===== src/rtl/edge_threshold_packer_if.sv =====
// Stream bundle for edge_threshold_packer: gradient results in, packed edge words out.
// master = the packer, slave = the surrounding upstream/downstream logic.
interface edge_threshold_packer_if;
  logic        i_result_vld;
  logic        i_result_busy;
  logic [23:0] i_result_data;
  logic        o_edge_vld;
  logic        o_edge_busy;
  logic [23:0] o_edge_data;
  logic        o_edge_last;

  modport master (
    input  i_result_vld, i_result_data, o_edge_busy,
    output i_result_busy, o_edge_vld, o_edge_data, o_edge_last
  );

  modport slave (
    output i_result_vld, i_result_data, o_edge_busy,
    input  i_result_busy, o_edge_vld, o_edge_data, o_edge_last
  );
endinterface


===== src/rtl/edge_threshold_packer.sv =====
// Thresholds gradient magnitudes into a 1-bit edge map, packs 24 bits per row-aligned
// output word, counts edge pixels per frame and pulses when a frame completes.
module edge_threshold_packer #(
  parameter int unsigned IMG_W = 256,
  parameter int unsigned IMG_H = 256,
  parameter int unsigned CNT_W = 17
) (
  input  logic                    i_clk,
  input  logic                    i_rst,
  edge_threshold_packer_if.master io,
  input  logic [23:0]             i_thresh,
  output logic                    o_frame_done,
  output logic [CNT_W-1:0]        o_edge_count
);
  localparam int unsigned COL_W = (IMG_W > 1) ? $clog2(IMG_W) : 1;
  localparam int unsigned ROW_W = (IMG_H > 1) ? $clog2(IMG_H) : 1;
  localparam logic [COL_W-1:0] COL_LAST = COL_W'(IMG_W - 1);
  localparam logic [ROW_W-1:0] ROW_LAST = ROW_W'(IMG_H - 1);
  localparam logic [4:0]       BIT_LAST = 5'd23;

  typedef enum logic [1:0] {S_IDLE, S_RUN, S_DONE} state_e;

  state_e             state_q, state_d;
  logic [23:0]        thresh_q, thresh_d;
  logic [23:0]        acc_q, acc_d;
  logic [4:0]         bit_cnt_q, bit_cnt_d;
  logic [COL_W-1:0]   col_q, col_d;
  logic [ROW_W-1:0]   row_q, row_d;
  logic [23:0]        out_data_q, out_data_d;
  logic               out_vld_q, out_vld_d;
  logic               out_last_q, out_last_d;
  logic               done_q, done_d;
  logic [CNT_W-1:0]   count_q, count_d;

  logic        row_end;
  logic        word_end;
  logic        beat;
  logic        is_edge;
  logic [23:0] thresh_eff;

  assign row_end  = (col_q == COL_LAST);
  assign word_end = (bit_cnt_q == BIT_LAST) || row_end;

  // Stall only a word-completing beat while the output register is still occupied;
  // depends on registers alone so o_edge_busy never reaches i_result_busy combinationally.
  assign io.i_result_busy = (state_q == S_DONE) || (out_vld_q && word_end);
  assign beat             = io.i_result_vld && !io.i_result_busy;

  // The first beat of a frame compares against the live input, later beats against the latch.
  assign thresh_eff = (state_q == S_IDLE) ? i_thresh : thresh_q;
  assign is_edge    = (io.i_result_data >= thresh_eff);

  always_comb begin
    state_d    = state_q;
    thresh_d   = thresh_q;
    acc_d      = acc_q;
    bit_cnt_d  = bit_cnt_q;
    col_d      = col_q;
    row_d      = row_q;
    out_data_d = out_data_q;
    out_vld_d  = out_vld_q;
    out_last_d = out_last_q;
    done_d     = 1'b0;
    count_d    = count_q;

    if (out_vld_q && !io.o_edge_busy) begin
      out_vld_d = 1'b0;
    end

    unique case (state_q)
      S_IDLE, S_RUN: begin
        if (beat) begin
          if (state_q == S_IDLE) begin
            thresh_d = i_thresh;
            count_d  = CNT_W'(is_edge);
          end else if (count_q != '1) begin
            count_d = count_q + CNT_W'(is_edge);
          end

          acc_d[bit_cnt_q] = is_edge;
          if (word_end) begin
            out_data_d = acc_d;
            out_vld_d  = 1'b1;
            out_last_d = row_end;
            acc_d      = '0;
            bit_cnt_d  = '0;
          end else begin
            bit_cnt_d = bit_cnt_q + 5'd1;
          end

          state_d = S_RUN;
          if (row_end) begin
            col_d = '0;
            if (row_q == ROW_LAST) begin
              state_d = S_DONE;
            end else begin
              row_d = row_q + 1'b1;
            end
          end else begin
            col_d = col_q + 1'b1;
          end
        end
      end
      S_DONE: begin
        if (!out_vld_q) begin
          done_d  = 1'b1;
          row_d   = '0;
          state_d = S_IDLE;
        end
      end
      default: state_d = S_IDLE;
    endcase
  end

  always_ff @(posedge i_clk or negedge i_rst) begin
    if (!i_rst) begin
      state_q    <= S_IDLE;
      thresh_q   <= '0;
      acc_q      <= '0;
      bit_cnt_q  <= '0;
      col_q      <= '0;
      row_q      <= '0;
      out_data_q <= '0;
      out_vld_q  <= 1'b0;
      out_last_q <= 1'b0;
      done_q     <= 1'b0;
      count_q    <= '0;
    end else begin
      state_q    <= state_d;
      thresh_q   <= thresh_d;
      acc_q      <= acc_d;
      bit_cnt_q  <= bit_cnt_d;
      col_q      <= col_d;
      row_q      <= row_d;
      out_data_q <= out_data_d;
      out_vld_q  <= out_vld_d;
      out_last_q <= out_last_d;
      done_q     <= done_d;
      count_q    <= count_d;
    end
  end

  assign io.o_edge_vld  = out_vld_q;
  assign io.o_edge_data = out_data_q;
  assign io.o_edge_last = out_last_q;
  assign o_frame_done   = done_q;
  assign o_edge_count   = count_q;
endmodule


===== src/flat_wrapper.sv =====
// flat-port wrapper written by rule: the top's interface ports become plain ports
module edge_threshold_packer_flat 
#(
  parameter int unsigned IMG_W = 256,
  parameter int unsigned IMG_H = 256,
  parameter int unsigned CNT_W = 17
)
  (i_clk, i_rst, i_thresh, o_frame_done, o_edge_count, io_i_result_vld, io_i_result_data, io_o_edge_busy, io_i_result_busy, io_o_edge_vld, io_o_edge_data, io_o_edge_last);
  edge_threshold_packer_if io_i ();
  input  logic i_clk;
  input  logic i_rst;
  input  logic [23:0] i_thresh;
  output logic o_frame_done;
  output logic [CNT_W-1:0] o_edge_count;
  input wire logic [$bits(io_i.i_result_vld)-1:0] io_i_result_vld;
  input wire logic [$bits(io_i.i_result_data)-1:0] io_i_result_data;
  input wire logic [$bits(io_i.o_edge_busy)-1:0] io_o_edge_busy;
  output wire logic [$bits(io_i.i_result_busy)-1:0] io_i_result_busy;
  output wire logic [$bits(io_i.o_edge_vld)-1:0] io_o_edge_vld;
  output wire logic [$bits(io_i.o_edge_data)-1:0] io_o_edge_data;
  output wire logic [$bits(io_i.o_edge_last)-1:0] io_o_edge_last;
  assign io_i.i_result_vld = io_i_result_vld;
  assign io_i.i_result_data = io_i_result_data;
  assign io_i.o_edge_busy = io_o_edge_busy;
  assign io_i_result_busy = io_i.i_result_busy;
  assign io_o_edge_vld = io_i.o_edge_vld;
  assign io_o_edge_data = io_i.o_edge_data;
  assign io_o_edge_last = io_i.o_edge_last;
  edge_threshold_packer #(.IMG_W(IMG_W), .IMG_H(IMG_H), .CNT_W(CNT_W)) u_core (.i_clk(i_clk), .i_rst(i_rst), .io(io_i), .i_thresh(i_thresh), .o_frame_done(o_frame_done), .o_edge_count(o_edge_count));
endmodule

===== config.mk =====
export PLATFORM = sky130hd
export DESIGN_NAME = edge_threshold_packer_flat
export DESIGN_NICKNAME = d
export VERILOG_FILES = /design/src/rtl/edge_threshold_packer_if.sv /design/src/rtl/edge_threshold_packer.sv /design/src/flat_wrapper.sv
export SDC_FILE = /design/constraint.sdc
export NUM_CORES = 1
export LEC_CHECK = 0
export CORE_MARGIN = 2
export CORE_UTILIZATION = 38
export CTS_CLUSTER_DIAMETER = 200
export DETAILED_ROUTE_END_ITERATION = 16
export DONT_BUFFER_PORTS = 1
export PLACE_DENSITY = 0.54
export SETUP_SLACK_MARGIN = 0.5
export SYNTH_ARGS = -nofsm -noshare
export SYNTH_HDL_FRONTEND = slang
export SYNTH_SLANG_ARGS = --single-unit

===== constraint.sdc =====
create_clock -name i_clk -period 4 [get_ports i_clk]
set_clock_uncertainty 0.2 [all_clocks]
set_input_delay 0.8 -clock i_clk [delete_from_list [all_inputs] [get_ports i_clk]]
set_output_delay 0.8 -clock i_clk [all_outputs]
set_load 0.03 [all_outputs]

==> results of run 1 <==
## power breakdown
part           internal, mW  switching (mW)  leakage (nW)  total (mW)
Combinational         0.247           0.328          1.16       0.575
Sequential             1.30           0.225          1.47        1.53
Clock                 0.923           0.505         0.279        1.43
## cell families after synthesis
| group | synth area share (%) |
|---|---|
| AO/OA/AOI/OAI | 14.3 |
| buffers and inverters | 2.97 |
| AND/OR/NAND/NOR | 17.8 |
| XOR/XNOR | 2.15 |
| flip-flops | 47.1 |
| adder cells (fa/ha/maj) | 6.56 |
| multiplexers | 9.08 |
## per-layer routing
| metal | vias up | wire length [µm] | GRT usage [%] | part of all wire, % |
|---|---|---|---|---|
| met5 | - | 0 | 0 | 0 |
| met4 | 0 | 219 | 6.63 | 1.5 |
| met3 | 15 | 1050 | 7.21 | 7.3 |
| met2 | 117 | 6540 | 26.0 | 46 |
| met1 | 2216 | 6510 | 22.5 | 45 |
| li1 | 2278 | - | - | - |
## cell type report
type	instances	area, µm²	share of cell area, %
multi-input cells	480	3130	44.7
clock buffers	25	505	7.22
well taps	216	270	3.86
inverters	9	33.8	0.483
repair buffers	13	134	1.91
flip-flops and latches	115	2880	41.1
clock inverters	5	50.0	0.715
## cells in the final DEF, fill, tap and decap left out, types with 2 or more instances in the layout
cell and instances:
buf_4 10, nor3_1 14, mux2_2 2, clkbuf_8 5, a21oi_1 43, mux2i_1 48, nand3_1 18, nand2b_1 11
and3_1 8, nor2_4 2, nor2b_1 4, o31ai_1 2, xor2_1 5, o21ai_0 59, clkbuf_1 3, o2111ai_1 2
o21ai_1 14, clkbuf_16 17, dfrtp_1 114, nor2_1 68, and2_1 4, nor3_2 2, inv_1 9, nand2_1 66
and4_1 3, xnor2_1 10, a22o_1 20, clkinv_2 4, or2_2 2, mux2i_2 3, nand4_1 17, a211oi_1 2
ha_1 30
## worst register-to-register path: cells and delay by family (launching register included)
kind                       cells  cell delay (ns)
AOI/OAI and AO/OA              3             0.65
buffers and inverters          4             0.79
DFF                            1             0.42
and+or+nand+nor                4             0.63
muxes                          1             0.24
adders and majority gates      1             0.30
## state kept, by name (all words and copies together) (netlist names)
signal and count:
u_core.acc_q 24, u_core.bit_cnt_q 5, u_core.col_q 8, u_core.io.o_edge_data 24, u_core.io.o_edge_last 1, u_core.io.o_edge_vld 1
u_core.o_edge_count 17, u_core.o_frame_done 1, u_core.row_q 8, u_core.state_q 2, u_core.thresh_q 24
## final timing paths
kind | to | slack (ns)
max in group asynchronous | u_core.acc_q[8] | 3.59
max | u_core.acc_q[1] | 0.65
min reg2reg | u_core.row_q[3] | 0.28
min in group i_clk | u_core.row_q[3] | 0.28
max reg2reg | u_core.acc_q[1] | 0.65
min | u_core.o_edge_count[13] | -0.12
## what timing repair did
item                                   CTS  global route
pin swaps                                1             3
setup endpoints to repair               26            30
gates resized for setup                  4            11
setup buffers                            0             3
gates cloned                             1             0
endpoints found under the hold margin  115           115
==> flow_metrics.tcl, run 1 <==
set metrics [dict create \
    status "finished with violations" \
    violations "negative hold slack" \
    start_util_pct 38.7 \
    crit_required_ns 4.09 \
    cts_max_level 4 \
    grt_max_degree 116 \
    startpoint "u_core.state_q[0]" \
    synth_top_cell_area_share_pct 47.1 \
    die-area_mm2 0.0171 \
    diodes 0 \
    synth_edf_count 0 \
    worst_pin_slew_ns 0.859 \
    ys_seq_area_share_pct 47.1 \
    crit_fanout 27 \
    area_delta_synth_final_pct 14.6 \
    fp.dieH_um 131 \
    ys_seq_elements 115 \
    fin_hold_ws_ns -0.120 \
    worstPathArrival_ns 3.45 \
    root_buffer "clkbuf_16" \
    worst_slack_ns 0.648 \
    fin_total_pwr_mw 3.53 \
    place_ws_ns 0.416 \
    num_rows 46 \
    crit_path_end_kind "flip-flop" \
    max_freq_ghz 0.298 \
    dpl-instance-area_mm2 0.00633 \
    cts_buffers 17 \
    gr-total-overflow 0 \
    gp_congestion 0.834 \
    maxSlewViolCount 0 \
    crit_chain "nor2_4 > buf_4 > buf_16 > mux2i_1 > ha_1 > a21oi_2 > nand2_1 > o2111ai_1 > nand4_1 > buf_6 > nor2b_1 > buf_4 > a22o_1" \
    avgSynthCellArea_um2 9.57 \
    synth_area_leaders "dfrtp_1 47%, mux2i_1 8.5%, ha_1 6.6%" \
    insertion_delay_ns 0.42 \
    syn_inst 638 \
    viasPerCell 5.36 \
    ant_nets 0 \
    clock_sinks 115 \
    startpoint_type "flip-flop" \
    min_period_ns 3.35 \
    rr_worst_depth 13 \
    reg2reg_from "u_core.state_q[0]" \
    antenna_found_initial 0 \
    vias 4626 \
    ys.flop_type "dfrtp_1" \
    peakVddDrop_v 0.000292 \
    yosys.area.top_type "dfrtp_1" \
    rsz0062_at_grt "yes" \
    core-area_mm2 0.0158 \
    gr-usage-all-layers_pct 17.3 \
    min_path_type "primary input to async pin" \
    drive_gt1_share_pct 9.89 \
    hpwl_um 9600 \
    cp.depth 13 \
    synth_async_sr_flop_share_pct 100 \
    nFillCells 1509 \
    final_core_util_pct 44.4 \
    dr.first_iter.drc_count 231 \
    die_x_um 131 \
    maxCapViolations 0 \
    fin_crit_sh_pct 83.8 \
    hold_viol_final 115 \
    clk_pin_slew_ns 0.05 \
    p_leak_nw 2.91 \
    post-place-cells 829 \
    final_cells 863 \
    totalWireLength_um 14300 \
    crit_type "flip-flop to flip-flop" \
    synthTopCellsByCount "115 x dfrtp_1, 68 x nor2_1, 67 x nand2_1" \
    clockBufferDepth 2 \
    num-nets-final 720 \
    grt_first_pass_wirelength_um 22700 \
    synth_cell_type_count 44 \
    ios 97 \
    final_area_mm2 0.00700 \
    yosys_warnings 0 \
    crit_slowest_cell "dfrtp_1" \
    drc 0 \
    syn_nets 722 \
    cp_slowest_stage_delay_ns 0.42 \
    io_buffer_count 0 \
    wire_per_inst_um 16.6 \
    cp_top_family "buffers and inverters" \
    drtPass1Iterations 4 \
    fin_tns_setup_ns 0 \
    grt_pass1_vias 4474 \
    critPathMostFrequentCell "buf_4" \
    syn_area_mm2 0.00611 \
    critPathBufInv 4 \
    slew_headroom_pct 42.8 \
    setup_viol 0 \
    cts_tree "done" \
    p_per_area_mw_per_mm2 505 \
    yosysMostFrequentCell "dfrtp_1" \
]
No activity file was read; power rests on OpenSTA's default activity.
==> inputs of run 2 (changes only) <==
- clock period: 4 -> 2.7 ns (I/O delays scaled with it)
==> run 2 against run 1 <==
The flow finishes with violations (negative hold slack, negative setup slack). Register-to-register slack got worse by 1.3 ns. Power rose by 74%. Die area did not move. Critical path type unchanged. Largest power group is now the clock network.
==> flow_metrics.tcl, run 2 (synthesized netlist as in run 1, its figures left out) <==
set metrics [dict create \
    peakVddDrop_v 0.000481 \
    power_frac_clock_pct 38.7 \
    maxSlewViolCount 0 \
    violations "negative hold slack, negative setup slack" \
    rr_worst_depth 17 \
    rsz0062_at_grt "yes" \
    vias 5190 \
    gr-usage-all-layers_pct 18.8 \
    clk_pin_slew_ns 0.05 \
    p_leak_nw 3.66 \
    clock_sinks 115 \
    r2r_slack_ns -0.63 \
    p_seq_share_pct 34.7 \
    num-nets-final 830 \
    drc 0 \
    num_rows 46 \
    diodes 0 \
    comb_power_share_pct 26.6 \
    antenna_found_initial 0 \
    grt_pass1_vias 4979 \
    start_util_pct 38.7 \
    grt_first_pass_wirelength_um 24900 \
    hold_viol_final 115 \
    swShare_pct 29.9 \
    core-area_mm2 0.0158 \
    totalWireLength_um 17100 \
    wire_per_inst_um 17.5 \
    crit_path_end_kind "flip-flop" \
    fp.dieH_um 131 \
    crit_required_ns 2.79 \
    drtPass1Iterations 5 \
    gp_congestion 0.807 \
    nFillCells 1394 \
    p_per_area_mw_per_mm2 718 \
    cts_max_level 4 \
    r2r-end "u_core.o_edge_count[6]" \
    setup_viol 64 \
    gr-total-overflow 0 \
    dpl-instance-area_mm2 0.00679 \
    min_path_type "primary input to async pin" \
    status "finished with violations" \
    fin_crit_sh_pct 123 \
    slew_headroom_pct 57.8 \
    worst_pin_slew_ns 0.628 \
    root_buffer "clkbuf_16" \
    io_buffer_count 0 \
    startpoint_type "flip-flop" \
    layout_common_cells "114 x dfrtp_1, 92 x buf_4, 67 x nor2_1, 61 x nand2_1, 41 x a21oi_1" \
    fin_tns_setup_ns -31.76 \
    crit_fanout 6 \
    grt_max_degree 116 \
    p_int_mw 4.30 \
    area_delta_synth_final_pct 39.9 \
    dr.first_iter.drc_count 360 \
    die_x_um 131 \
    cts_tree "done" \
    worstPathArrival_ns 3.42 \
    insertion_delay_ns 0.42 \
    power.net_switching_mw 1.83 \
    ant_nets 0 \
    crit_type "flip-flop to flip-flop" \
    max_freq_ghz 0.300 \
    clockBufferDepth 2 \
    cts_buffers 17 \
    fin_hold_ws_ns -0.380 \
    viasPerCell 5.32 \
    min_period_ns 3.33 \
    reg2reg_from "u_core.state_q[0]" \
    final_area_mm2 0.00854 \
    drive_gt1_share_pct 29.8 \
    hpwl_um 10100 \
    ios 97 \
    final_common_cell "dfrtp_1" \
    maxCapViolations 0 \
    worst_slack_ns -0.629 \
    die-area_mm2 0.0171 \
]
[run 2: changes by cell type in the layout (fill, tap and decap cells not counted), sizes merged]
cell,previous run,this run
and2,4,5
bufinv,1,4
clkbuf,25,29
bufbuf,0,1
clkinvlp,0,2
buf,13,114
[run 2: metrics by stage]
stage / power (mW) / hold WS (ns) / cells / util [%] / setup slack [ns]
final: 6.13 / -0.380 / 975 / 54.2 / -0.629
after global routing: 6.42 / -0.401 / 975 / 54.2 / -0.818
after CTS: 5.84 / -0.397 / 932 / 49.3 / -0.554
after detailed placement: 3.33 / 0.0485 / 881 / 43.1 / -0.639
after global placement: 3.29 / 0.0494 / 881 / 43.1 / -0.576
after floorplan: 2.92 / 0.0444 / 638 / - / -0.636
[run 2: how the worst max path moves through the flow]
stage	from	end	slack [ns]	depth (start not counted)
after floorplan	u_core.state_q[1]	u_core.o_edge_count[6]	-0.64	16
after global placement	u_core.state_q[0]	u_core.o_edge_count[14]	-0.58	16
after detailed placement	u_core.state_q[0]	u_core.o_edge_count[14]	-0.64	16
after CTS	u_core.state_q[1]	u_core.o_edge_count[14]	-0.55	17
after global routing	u_core.state_q[0]	u_core.o_edge_count[6]	-0.82	17
final	u_core.state_q[0]	u_core.o_edge_count[6]	-0.63	17
[run 2: power by group through the flow]
stage,sequential [mW],clock [mW],combinational (mW)
detailed placement,2.12,0,1.21
floorplan,2.18,0,0.740
global route,2.15,2.48,1.78
finish,2.13,2.37,1.63
CTS,2.10,2.41,1.32
global placement,2.11,0,1.18
[run 2: critical path, cell delays in order, from the launching register on]
cell	delay [ns]
dfrtp_1	0.40
nor2_4	0.18
buf_6	0.12
buf_6	0.11
mux2i_2	0.24
ha_1	0.30
a21oi_1	0.17
o21ai_1	0.09
a221oi_2	0.29
nand4_1	0.15
buf_6	0.14
ha_4	0.16
ha_4	0.18
buf_4	0.14
nand3_4	0.05
nor3_2	0.05
a21oi_1	0.14
o21ai_1	0.08
[run 2: layer usage]
layer / vias up / part of all wire, % / GRT usage [%]
met5: - / 0 / 0
met4: 0 / 1.7 / 6.82
met3: 29 / 6.2 / 6.19
met2: 131 / 47 / 29.2
met1: 2526 / 45 / 24.7
li1: 2504 / - / -
[run 2: what timing repair did]
action	4_1_cts	5_1_grt
gates cloned	2	11
gates resized for setup	41	68
buffers inserted	17	32
pin swaps	11	36
hold endpoints to repair	115	115
endpoints found under the setup margin	106	91
[run 2: final cells by class]
| type | instances | area (µm²) | share of cell area [%] |
|---|---|---|---|
| Clock buffer | 22 | 464 | 5.43 |
| Timing Repair Buffer | 122 | 1220 | 14.3 |
| Inverter | 9 | 33.8 | 0.395 |
| Clock inverter | 10 | 155 | 1.82 |
| Multi-Input combinational cell | 481 | 3520 | 41.2 |
| Tap cell | 216 | 270 | 3.16 |
| Sequential cell | 115 | 2880 | 33.7 |
==> inputs of run 3 (changes only) <==
- CORE_UTILIZATION: 38 -> 58
- PLACE_DENSITY: 0.54 -> 0.76
==> run 3 against run 2 <==
The run ends with design-rule violations, negative hold slack, negative setup slack left. Critical path depth down 1. Clock-buffer cell count down 3. Critical path type unchanged. Power up 14%. First-iteration DRC count rose to 2.9 times the previous value. Worst setup slack worse by 0.46 ns. Hold slack worse by 0.14 ns. Core utilization up 37 points. Cell count down 7.8%. Flip-flop and latch count unchanged. Clock power up 8%. Non-clock buffer count up 4.
==> flow_metrics.tcl, run 3 (synthesized netlist as in run 1, its figures left out) <==
set metrics [dict create \
    status "finished with violations" \
    violations "design-rule violations, negative hold slack, negative setup slack" \
    antenna_found_initial 1 \
    fp.dieH_um 107 \
    gr-usage-all-layers_pct 33.7 \
    fin_crit_sh_pct 140 \
    num-nets-final 833 \
    cts_tree "done" \
    p_per_area_mw_per_mm2 745 \
    grt_max_degree 116 \
    clock_sinks 115 \
    drc 2 \
    rsz0062_at_grt "yes" \
    ios 97 \
    worstPathArrival_ns 4.01 \
    crit_type "flip-flop to flip-flop" \
    crit_fanout 8 \
    hpwl_um 9680 \
    root_buffer "clkbuf_8" \
    maxCapViolations 0 \
    crit_slowest_cell "dfrtp_1" \
    insertion_delay_ns 0.55 \
    clockBufferDepth 2 \
    fin_hold_ws_ns -0.516 \
    power.net_switching_mw 2.44 \
    gp_congestion 0.938 \
    p_leak_nw 3.88 \
    core-area_mm2 0.0103 \
    maxSlewViolCount 0 \
    hold_viol_final 115 \
    start_util_pct 59.4 \
    crit_chain "nor2_4 > buf_12 > buf_16 > mux2i_4 > ha_4 > nand4_1 > nor3_2 > o2111ai_2 > nand4_1 > buf_6 > ha_4 > ha_4 > nand3_4 > nor3_1 > xnor2_1 > nor2_1" \
    worst_pin_slew_ns 0.842 \
    drtPass1Iterations 14 \
    p_seq_share_pct 32.3 \
    final_core_util_pct 91.4 \
    critPathBufInv 3 \
    crit_path_end_kind "flip-flop" \
    worst_slack_ns -1.08 \
    comb_power_share_pct 31.2 \
    totalWireLength_um 28300 \
    clk_pin_slew_ns 0.07 \
    slew_headroom_pct 43.4 \
    cts_max_level 4 \
    critPathMostFrequentCell "ha_4" \
    cts_buffers 17 \
    peakVddDrop_v 0.000509 \
    setup_viol 64 \
    num_rows 37 \
    die_x_um 107 \
    wire_per_inst_um 31.5 \
    cp_slowest_stage_delay_ns 0.42 \
    gr-total-overflow 0 \
    startpoint_type "flip-flop" \
    p_int_mw 4.55 \
    final_area_mm2 0.00939 \
    rr_worst_depth 16 \
    power_frac_clock_pct 36.5 \
    dr.first_iter.drc_count 1037 \
    grt_first_pass_wirelength_um 29500 \
    use_met3_pct 11.2 \
    viasPerCell 7.50 \
    swShare_pct 34.9 \
    die-area_mm2 0.0114 \
    dpl-instance-area_mm2 0.00663 \
    crit_required_ns 2.92 \
    reg2reg_from "u_core.state_q[0]" \
    grt_pass1_vias 5718 \
    final_common_cell "dfrtp_1" \
    io_buffer_count 0 \
    ctsHoldBuffers 2 \
    ant_nets 0 \
    r2r-end "u_core.o_edge_count[10]" \
    r2r_slack_ns -1.08 \
    min_period_ns 3.78 \
    met2_usage_pct 53.1 \
    drive_gt1_share_pct 41.7 \
    vias 6740 \
    busiest_layer "met2" \
    layout_common_cells "113 x dfrtp_1, 70 x buf_4, 53 x nand2_1, 45 x nor2_1, 36 x o21ai_1" \
    grt_util_met1_pct 41.3 \
    cp_top_family "simple AND/OR/NAND/NOR gates" \
    min_path_type "primary input to async pin" \
    area_delta_synth_final_pct 53.8 \
    max_freq_ghz 0.264 \
]
## run 3: repair_timing
item | 4_1_cts | 5_1_grt
endpoints found under the setup margin | 109 | 112
gates resized for setup | 63 | 199
gates cloned | 7 | 14
pin swaps | 32 | 57
hold endpoints to repair | 117 | 115
buffers inserted | 23 | 31
## run 3: how the worst max path moves through the flow
stage | start | to | slack [ns] | cells after the start
3_5_place_dp | u_core.state_q[0] | u_core.o_edge_count[14] | -0.50 | 16
3_3_place_gp | u_core.state_q[1] | u_core.o_edge_count[14] | -0.38 | 16
5_1_grt | u_core.state_q[0] | u_core.o_edge_count[12] | -1.21 | 16
2_1_floorplan | u_core.state_q[1] | u_core.o_edge_count[6] | -0.64 | 16
4_1_cts | u_core.state_q[1] | u_core.o_edge_count[14] | -0.48 | 16
6_report | u_core.state_q[0] | u_core.o_edge_count[10] | -1.08 | 16
## run 3: power groups by stage
| stage | clock network, mW | registers [mW] | logic (mW) |
|---|---|---|---|
| 2_1_floorplan | 0 | 2.18 | 0.740 |
| 3_3_place_gp | 0 | 2.12 | 1.10 |
| 3_5_place_dp | 0 | 2.13 | 1.14 |
| 4_1_cts | 2.46 | 2.13 | 1.44 |
| 5_1_grt | 2.61 | 2.27 | 2.23 |
| 6_report | 2.55 | 2.26 | 2.18 |
## run 3: per-layer routing
metal	routed length [µm]	part of all wire, %
met2	12400	44
met1	9230	33
met3	3950	14
met5	0	0
met4	2730	9.7
## run 3: layout make-up
cell class                 instances  area, µm²
multi-input combinational        480       4130
timing repair buffer             126       1530
clock inverter                    13        206
antenna                            1       2.50
inverter                           9       33.8
sequential                       115       2880
clock buffer                      19        442
tap                              136        170
fill                             318        886
## run 3: metrics by stage
stage	power, mW	std cells	TNS (ns)	hold WS (ns)	worst slack, ns
5_1_grt	7.11	899	-60.91	-0.520	-1.21
2_1_floorplan	2.92	638	-20.98	0.0444	-0.636
3_3_place_gp	3.22	789	-14.28	0.0488	-0.376
4_1_cts	6.03	853	-24.51	-0.511	-0.478
3_5_place_dp	3.28	789	-17.25	0.0474	-0.503
6_report	7.00	899	-58.23	-0.516	-1.08
